==> config.mk <==
export PLATFORM = sky130hd
export DESIGN_NAME = dsky_relay_decoder
export DESIGN_NICKNAME = d
export VERILOG_FILES = /design/src/rtl/dsky_relay_decoder.sv
export SDC_FILE = /design/constraint.sdc
export NUM_CORES = 1
export LEC_CHECK = 0
export CORE_ASPECT_RATIO = 1.25
export CORE_MARGIN = 2
export CORE_UTILIZATION = 25
export CTS_BUF_LIST = sky130_fd_sc_hd__clkbuf_16
export CTS_CLUSTER_SIZE = 40
export DETAILED_ROUTE_END_ITERATION = 10
export REMOVE_ABC_BUFFERS = 1
export SYNTH_ARGS = -nofsm -noshare
export SYNTH_HDL_FRONTEND = slang
export SYNTH_SLANG_ARGS = --single-unit
==> constraint.sdc <==
create_clock -name SIM_CLK -period 3.46 [get_ports SIM_CLK]
set_input_delay 0.519 -clock SIM_CLK [delete_from_list [all_inputs] [get_ports SIM_CLK]]
set_output_delay 0.519 -clock SIM_CLK [all_outputs]
set_load 0.01 [all_outputs]
==> src/rtl/dsky_relay_decoder.sv <==
// DSKY relay-word decoder: debounces the AGC relay word, latches rows 1..12
// and exposes a combinational BCD read port, register signs and indicator flags.
module dsky_relay_decoder #(
    parameter int STABLE_CYCLES = 64
) (
    input  logic        SIM_CLK,
    input  logic        SIM_RST,
    input  logic        RLYB01,
    input  logic        RLYB02,
    input  logic        RLYB03,
    input  logic        RLYB04,
    input  logic        RLYB05,
    input  logic        RLYB06,
    input  logic        RLYB07,
    input  logic        RLYB08,
    input  logic        RLYB09,
    input  logic        RLYB10,
    input  logic        RLYB11,
    input  logic        RYWD12,
    input  logic        RYWD13,
    input  logic        RYWD14,
    input  logic        RYWD16,
    input  logic [4:0]  rd_digit,
    output logic [3:0]  rd_value,
    output logic        rd_blank,
    output logic        rd_bad,
    output logic [1:0]  r1_sign,
    output logic [1:0]  r2_sign,
    output logic [1:0]  r3_sign,
    output logic [10:0] flags,
    output logic        upd_valid,
    output logic [3:0]  upd_row,
    output logic        bad_row
);

    localparam logic [7:0] SAT_C    = 8'(STABLE_CYCLES);
    localparam logic [7:0] ACCEPT_C = 8'(STABLE_CYCLES - 1);

    // Relay code to {bad, blank, value}; anything not in the table is illegal.
    function automatic logic [5:0] decode_relay(input logic [4:0] code);
        logic [5:0] res;
        case (code)
            5'b00000: res = {1'b0, 1'b1, 4'd0};
            5'b10101: res = {1'b0, 1'b0, 4'd0};
            5'b00011: res = {1'b0, 1'b0, 4'd1};
            5'b11001: res = {1'b0, 1'b0, 4'd2};
            5'b11011: res = {1'b0, 1'b0, 4'd3};
            5'b01111: res = {1'b0, 1'b0, 4'd4};
            5'b11110: res = {1'b0, 1'b0, 4'd5};
            5'b11100: res = {1'b0, 1'b0, 4'd6};
            5'b10011: res = {1'b0, 1'b0, 4'd7};
            5'b11101: res = {1'b0, 1'b0, 4'd8};
            5'b11111: res = {1'b0, 1'b0, 4'd9};
            default:  res = {1'b1, 1'b0, 4'hF};
        endcase
        return res;
    endfunction

    logic [14:0] word_s;
    logic [14:0] sample_r;
    logic [7:0]  cnt_r;
    logic        same_s;
    logic        accept_s;
    logic        acc_r;
    logic [14:0] acc_word_r;
    logic [3:0]  acc_row_s;
    logic        row_ok_s;
    logic        row_bad_s;
    logic [10:0] rows_r [1:12];
    logic [4:0]  code_s;
    logic [5:0]  dec_s;

    assign word_s = {RYWD16, RYWD14, RYWD13, RYWD12,
                     RLYB11, RLYB10, RLYB09, RLYB08, RLYB07, RLYB06,
                     RLYB05, RLYB04, RLYB03, RLYB02, RLYB01};

    // Stability detection and accept qualification.
    always_comb begin
        same_s    = (word_s == sample_r);
        accept_s  = same_s && (cnt_r == ACCEPT_C);
        acc_row_s = acc_word_r[14:11];
        row_ok_s  = (acc_row_s >= 4'd1) && (acc_row_s <= 4'd12);
        row_bad_s = (acc_row_s >= 4'd13);
    end

    // Sample register, saturating stability counter and one-deep accept stage.
    always_ff @(posedge SIM_CLK) begin
        if (SIM_RST) begin
            sample_r   <= 15'd0;
            cnt_r      <= 8'd0;
            acc_r      <= 1'b0;
            acc_word_r <= 15'd0;
        end else begin
            sample_r   <= word_s;
            acc_r      <= accept_s;
            acc_word_r <= sample_r;
            if (!same_s) begin
                cnt_r <= 8'd0;
            end else if (cnt_r != SAT_C) begin
                cnt_r <= cnt_r + 8'd1;
            end else begin
                cnt_r <= cnt_r;
            end
        end
    end

    // Row register write and the one-cycle update / bad-row pulses.
    always_ff @(posedge SIM_CLK) begin
        if (SIM_RST) begin
            for (int i = 1; i <= 12; i++) begin
                rows_r[i] <= 11'd0;
            end
            upd_valid <= 1'b0;
            upd_row   <= 4'd0;
            bad_row   <= 1'b0;
        end else begin
            for (int i = 1; i <= 12; i++) begin
                if (acc_r && row_ok_s && (acc_row_s == 4'(i))) begin
                    rows_r[i] <= acc_word_r[10:0];
                end else begin
                    rows_r[i] <= rows_r[i];
                end
            end
            upd_valid <= acc_r && row_ok_s;
            upd_row   <= (acc_r && row_ok_s) ? acc_row_s : 4'd0;
            bad_row   <= acc_r && row_bad_s;
        end
    end

    // Digit index to relay code; C is stored in [9:5], D in [4:0].
    always_comb begin
        code_s = 5'b00000;
        case (rd_digit)
            5'd0:    code_s = rows_r[11][9:5];
            5'd1:    code_s = rows_r[11][4:0];
            5'd2:    code_s = rows_r[10][9:5];
            5'd3:    code_s = rows_r[10][4:0];
            5'd4:    code_s = rows_r[9][9:5];
            5'd5:    code_s = rows_r[9][4:0];
            5'd6:    code_s = rows_r[8][4:0];
            5'd7:    code_s = rows_r[7][9:5];
            5'd8:    code_s = rows_r[7][4:0];
            5'd9:    code_s = rows_r[6][9:5];
            5'd10:   code_s = rows_r[6][4:0];
            5'd11:   code_s = rows_r[5][9:5];
            5'd12:   code_s = rows_r[5][4:0];
            5'd13:   code_s = rows_r[4][9:5];
            5'd14:   code_s = rows_r[4][4:0];
            5'd15:   code_s = rows_r[3][9:5];
            5'd16:   code_s = rows_r[3][4:0];
            5'd17:   code_s = rows_r[2][9:5];
            5'd18:   code_s = rows_r[2][4:0];
            5'd19:   code_s = rows_r[1][9:5];
            5'd20:   code_s = rows_r[1][4:0];
            default: code_s = 5'b00000;
        endcase
        dec_s = decode_relay(code_s);
    end

    assign rd_bad   = dec_s[5];
    assign rd_blank = dec_s[4];
    assign rd_value = dec_s[3:0];
    assign r1_sign  = {rows_r[7][10], rows_r[6][10]};
    assign r2_sign  = {rows_r[5][10], rows_r[4][10]};
    assign r3_sign  = {rows_r[2][10], rows_r[1][10]};
    assign flags    = rows_r[12];

endmodule

==> results.json <==
{
  "netlist_instances": 644,
  "first_pass_iters": 6,
  "layout-drive-gt1-share_pct": 23.66,
  "async_reset_ff_share_pct": 0,
  "crit_start": "rows_r[1][22]",
  "cts.sinks": 167,
  "vias_per_cell": 4.458,
  "dieArea_mm2": 0.03235,
  "cts.clk_slew.worst_paths_ns": 0.07,
  "ant_nets": 0,
  "synthMuxAreaShare_pct": 2.994,
  "max-slew-margin-rel_pct": 21.90,
  "total_power_mw": 4.676,
  "synth_edf_count": 122,
  "slowest_stage": "mux4_2",
  "synth_top_family_by_area": "simple AND/OR/NAND/NOR gates",
  "grt_usage_pct": 13.39,
  "finalWirelength_mm": 21.46,
  "placed_area_mm2": 0.009052,
  "port_buffers": 50,
  "synth_area_per_cell_um2": 12.00,
  "min_period_ns": 3.385,
  "p_leak_nw": 3.616,
  "drc": 0,
  "wire_per_inst_um": 18.31,
  "gp_congestion": 0.8734,
  "end_kind": "output pin",
  "setup.worst_path.class": "flip-flop to output pin",
  "diodes": 0,
  "numCtsBuffers": 17,
  "synth_xor_area_share_pct": 2.493,
  "drt_iter0_markers": 321,
  "cp_cell_sequence": "mux4_2 > a22oi_2 > o211ai_1 > a211o_1 > ha_1 > and4_4 > nor3_4 > a22o_1 > buf_2",
  "synth_compound_area_share_pct": 7.122,
  "min-delay-start": "sample_r[14]",
  "min_path_type": "flip-flop to flip-flop",
  "powerDensity_mw_per_mm2": 470.3,
  "die_h_um": 200.6,
  "status": "finished clean",
  "post-route-cell-area_mm2": 0.009943,
  "r2r-start": "acc_word_r[12]",
  "dp_worst_setup_slack_ns": -0.7726,
  "grt_pass1_vias": 5300,
  "startpoint_type": "flip-flop",
  "seq_area_frac_synth_pct": 59.05,
  "cts_tree": "yes",
  "insertion_delay_ns": 0.43,
  "cpPeakStageDelay_ns": 0.50,
  "cp_max_fo": 2,
  "synth_area_mm2": 0.007730,
  "synth-simple-area-share_pct": 23.52,
  "synth.ff_latch_count": 167,
  "grt_overflow_total": 0,
  "slew_viol_final": 0,
  "grt_pass1_wl_mm": 31.96,
  "hpwlAfterDp_mm": 14.58,
  "path_buf_inv": 1,
  "clockBufferDepth": 2,
  "finalClockSkew_ns": 0.01738,
  "worstPathRequired_ns": 2.94,
  "hold_viol_final": 0,
  "critPathTopFamily": "compound AO/OA/AOI/OAI gates",
  "coreArea_mm2": 0.03072,
  "initial_core_util_pct": 25.16,
  "synth_flop_cell": "edfxtp_1",
  "seq_area_mm2": 0.004564,
  "max_slew.worst_pin.slew_ns": 1.169,
  "die_w_um": 161.3,
  "syn_to_final_growth_pct": 28.63,
  "clock.fmax_mhz": 295.4,
  "period_share_pct": 97.83,
  "yosysWarningCount": 0,
  "final-setup-viol-count": 0,
  "vdd_drop_max_mv": 0.3622,
  "max_cap_viol_count": 0,
  "setup_slack_ns": 0.07499,
  "grt_max_degree": 23,
  "via_count": 5225,
  "num-nets-final": 781,
  "cts_root_buffer": "clkbuf_16",
  "nFillCells": 3065,
  "ios": 51,
  "multiInputGateArea_mm2": 0.003053,
  "synth_fa_ha_area_share_pct": 1.133,
  "cp.arrival_ns": 2.87,
  "cts_htree_levels": 4,
  "ys_types": 67,
  "grt_antenna_before_repair": 0,
  "row_count": 72,
  "hold_buffers": 0
}
==> synth_stat cells (all sizes together), types with 2 or more instances <==
cell / instances / area [um^2]
a311oi: 3 / 26.28
and3b: 2 / 17.52
o211ai: 3 / 22.52
nand3b: 6 / 45.04
a21oi: 12 / 60.06
mux2i: 7 / 70.07
a211oi: 2 / 15.01
or4bb: 2 / 22.52
o21ai: 12 / 60.05
and2: 129 / 807.0
o2bb2ai: 2 / 17.52
and3: 9 / 56.30
buf: 23 / 160.2
a31oi: 3 / 18.77
nand4b: 2 / 17.52
and4b: 2 / 20.02
clkbuf: 25 / 93.84
nor3b: 7 / 85.08
o21bai: 12 / 90.09
ha: 7 / 87.58
nand2b: 3 / 18.77
a32oi: 5 / 43.79
clkinv: 2 / 12.51
a32o: 2 / 20.02
a22oi: 4 / 30.03
nor4b: 2 / 17.52
a221oi: 4 / 47.55
nor3: 7 / 40.04
nand2: 15 / 56.30
dfxtp: 45 / 900.9
nor2: 35 / 131.4
nand3: 21 / 105.1
xor2: 20 / 175.2
nor2b: 37 / 231.5
nor4: 7 / 50.05
inv: 5 / 18.77
mux2: 12 / 138.9
xnor2: 2 / 17.52
a22o: 3 / 26.28
nand4: 5 / 31.28
a221o: 2 / 20.02
edfxtp: 122 / 3664
==> worst register-to-register path: stages (launching register included) <==
cell and delay [ns]:
dfxtp_1 0.37, nor2_1 0.22, nand2_1 0.13, o21bai_1 0.92
==> stage by stage <==
stage,cells,utilization (%),hold WS [ns],TNS (ns)
finish,1172,32.37,0.4761,0
global route,1172,32.37,0.4909,-0.01261
CTS,1166,32.01,0.4790,-0.003006
detailed placement,1123,29.47,0.4615,-4.147
global placement,1123,29.47,0.4667,-4.209
floorplan,596,-,0.4420,0
==> final cells by class <==
type                       instances  area share (%)
clock inverter                    15           1.573
tap                              407           5.121
multi-input combinational        422           30.70
sequential                       167           45.90
timing repair buffer             137           12.02
clock buffer                      17           4.278
inverter                           7          0.4027
==> sequential cells by signal, indices dropped and copies added, names as in the netlist <==
register    cells
rows_r        122
acc_word_r     15
sample_r       15
cnt_r           8
upd_row         4
acc_r           1
bad_row         1
upd_valid       1
==> cell usage in the layout (no fill, tap or decap), drive strengths merged, types with 9 or more instances in the layout <==
cell type,n
xor2,20
o21ai,12
nand3,21
dfxtp,45
mux2,12
a21oi,12
nor2,35
nand2,15
inv,15
clkbuf,19
buf,94
and3,9
and2,129
nor2b,37
clkdlybuf4s50,39
o21bai,12
edfxtp,122
==> cells by family after synthesis <==
logic type      Yosys count
mux                      20
flops                   167
simple gates            298
compound gates           75
buf+inv                  55
xor+xnor                 22
fa+ha+maj                 7
==> path summary, 6_finish.rpt <==
path	endpoint	slack, ns	cells after the start
worst min-delay path	acc_word_r[14]	0.48	1
worst max-delay path	rd_bad	0.07	9
worst min register to register	acc_word_r[14]	0.48	1
worst max register to register	rows_r[3][7]	1.42	3
==> routing by layer <==
metal,up-vias,routed length (um),GRT usage (%)
met5,-,0,0
met4,0,434,4.432
met3,26,906,2.975
met2,137,11030,23.34
met1,2559,9085,16.34
li1,2503,-,-
==> power breakdown <==
group	switching (mW)	internal [mW]	total [mW]
logic	0.251	0.252	0.503
clock network	0.830	1.05	1.88
registers	0.0631	2.23	2.29
==> repair_timing <==
action,4_1_cts,5_1_grt
pin swaps,11,19
resized for setup,53,34
buffers inserted,9,6
cloned,2,1
setup endpoints to repair,6,6
Note: power is estimated with default switching activity, not from simulation.
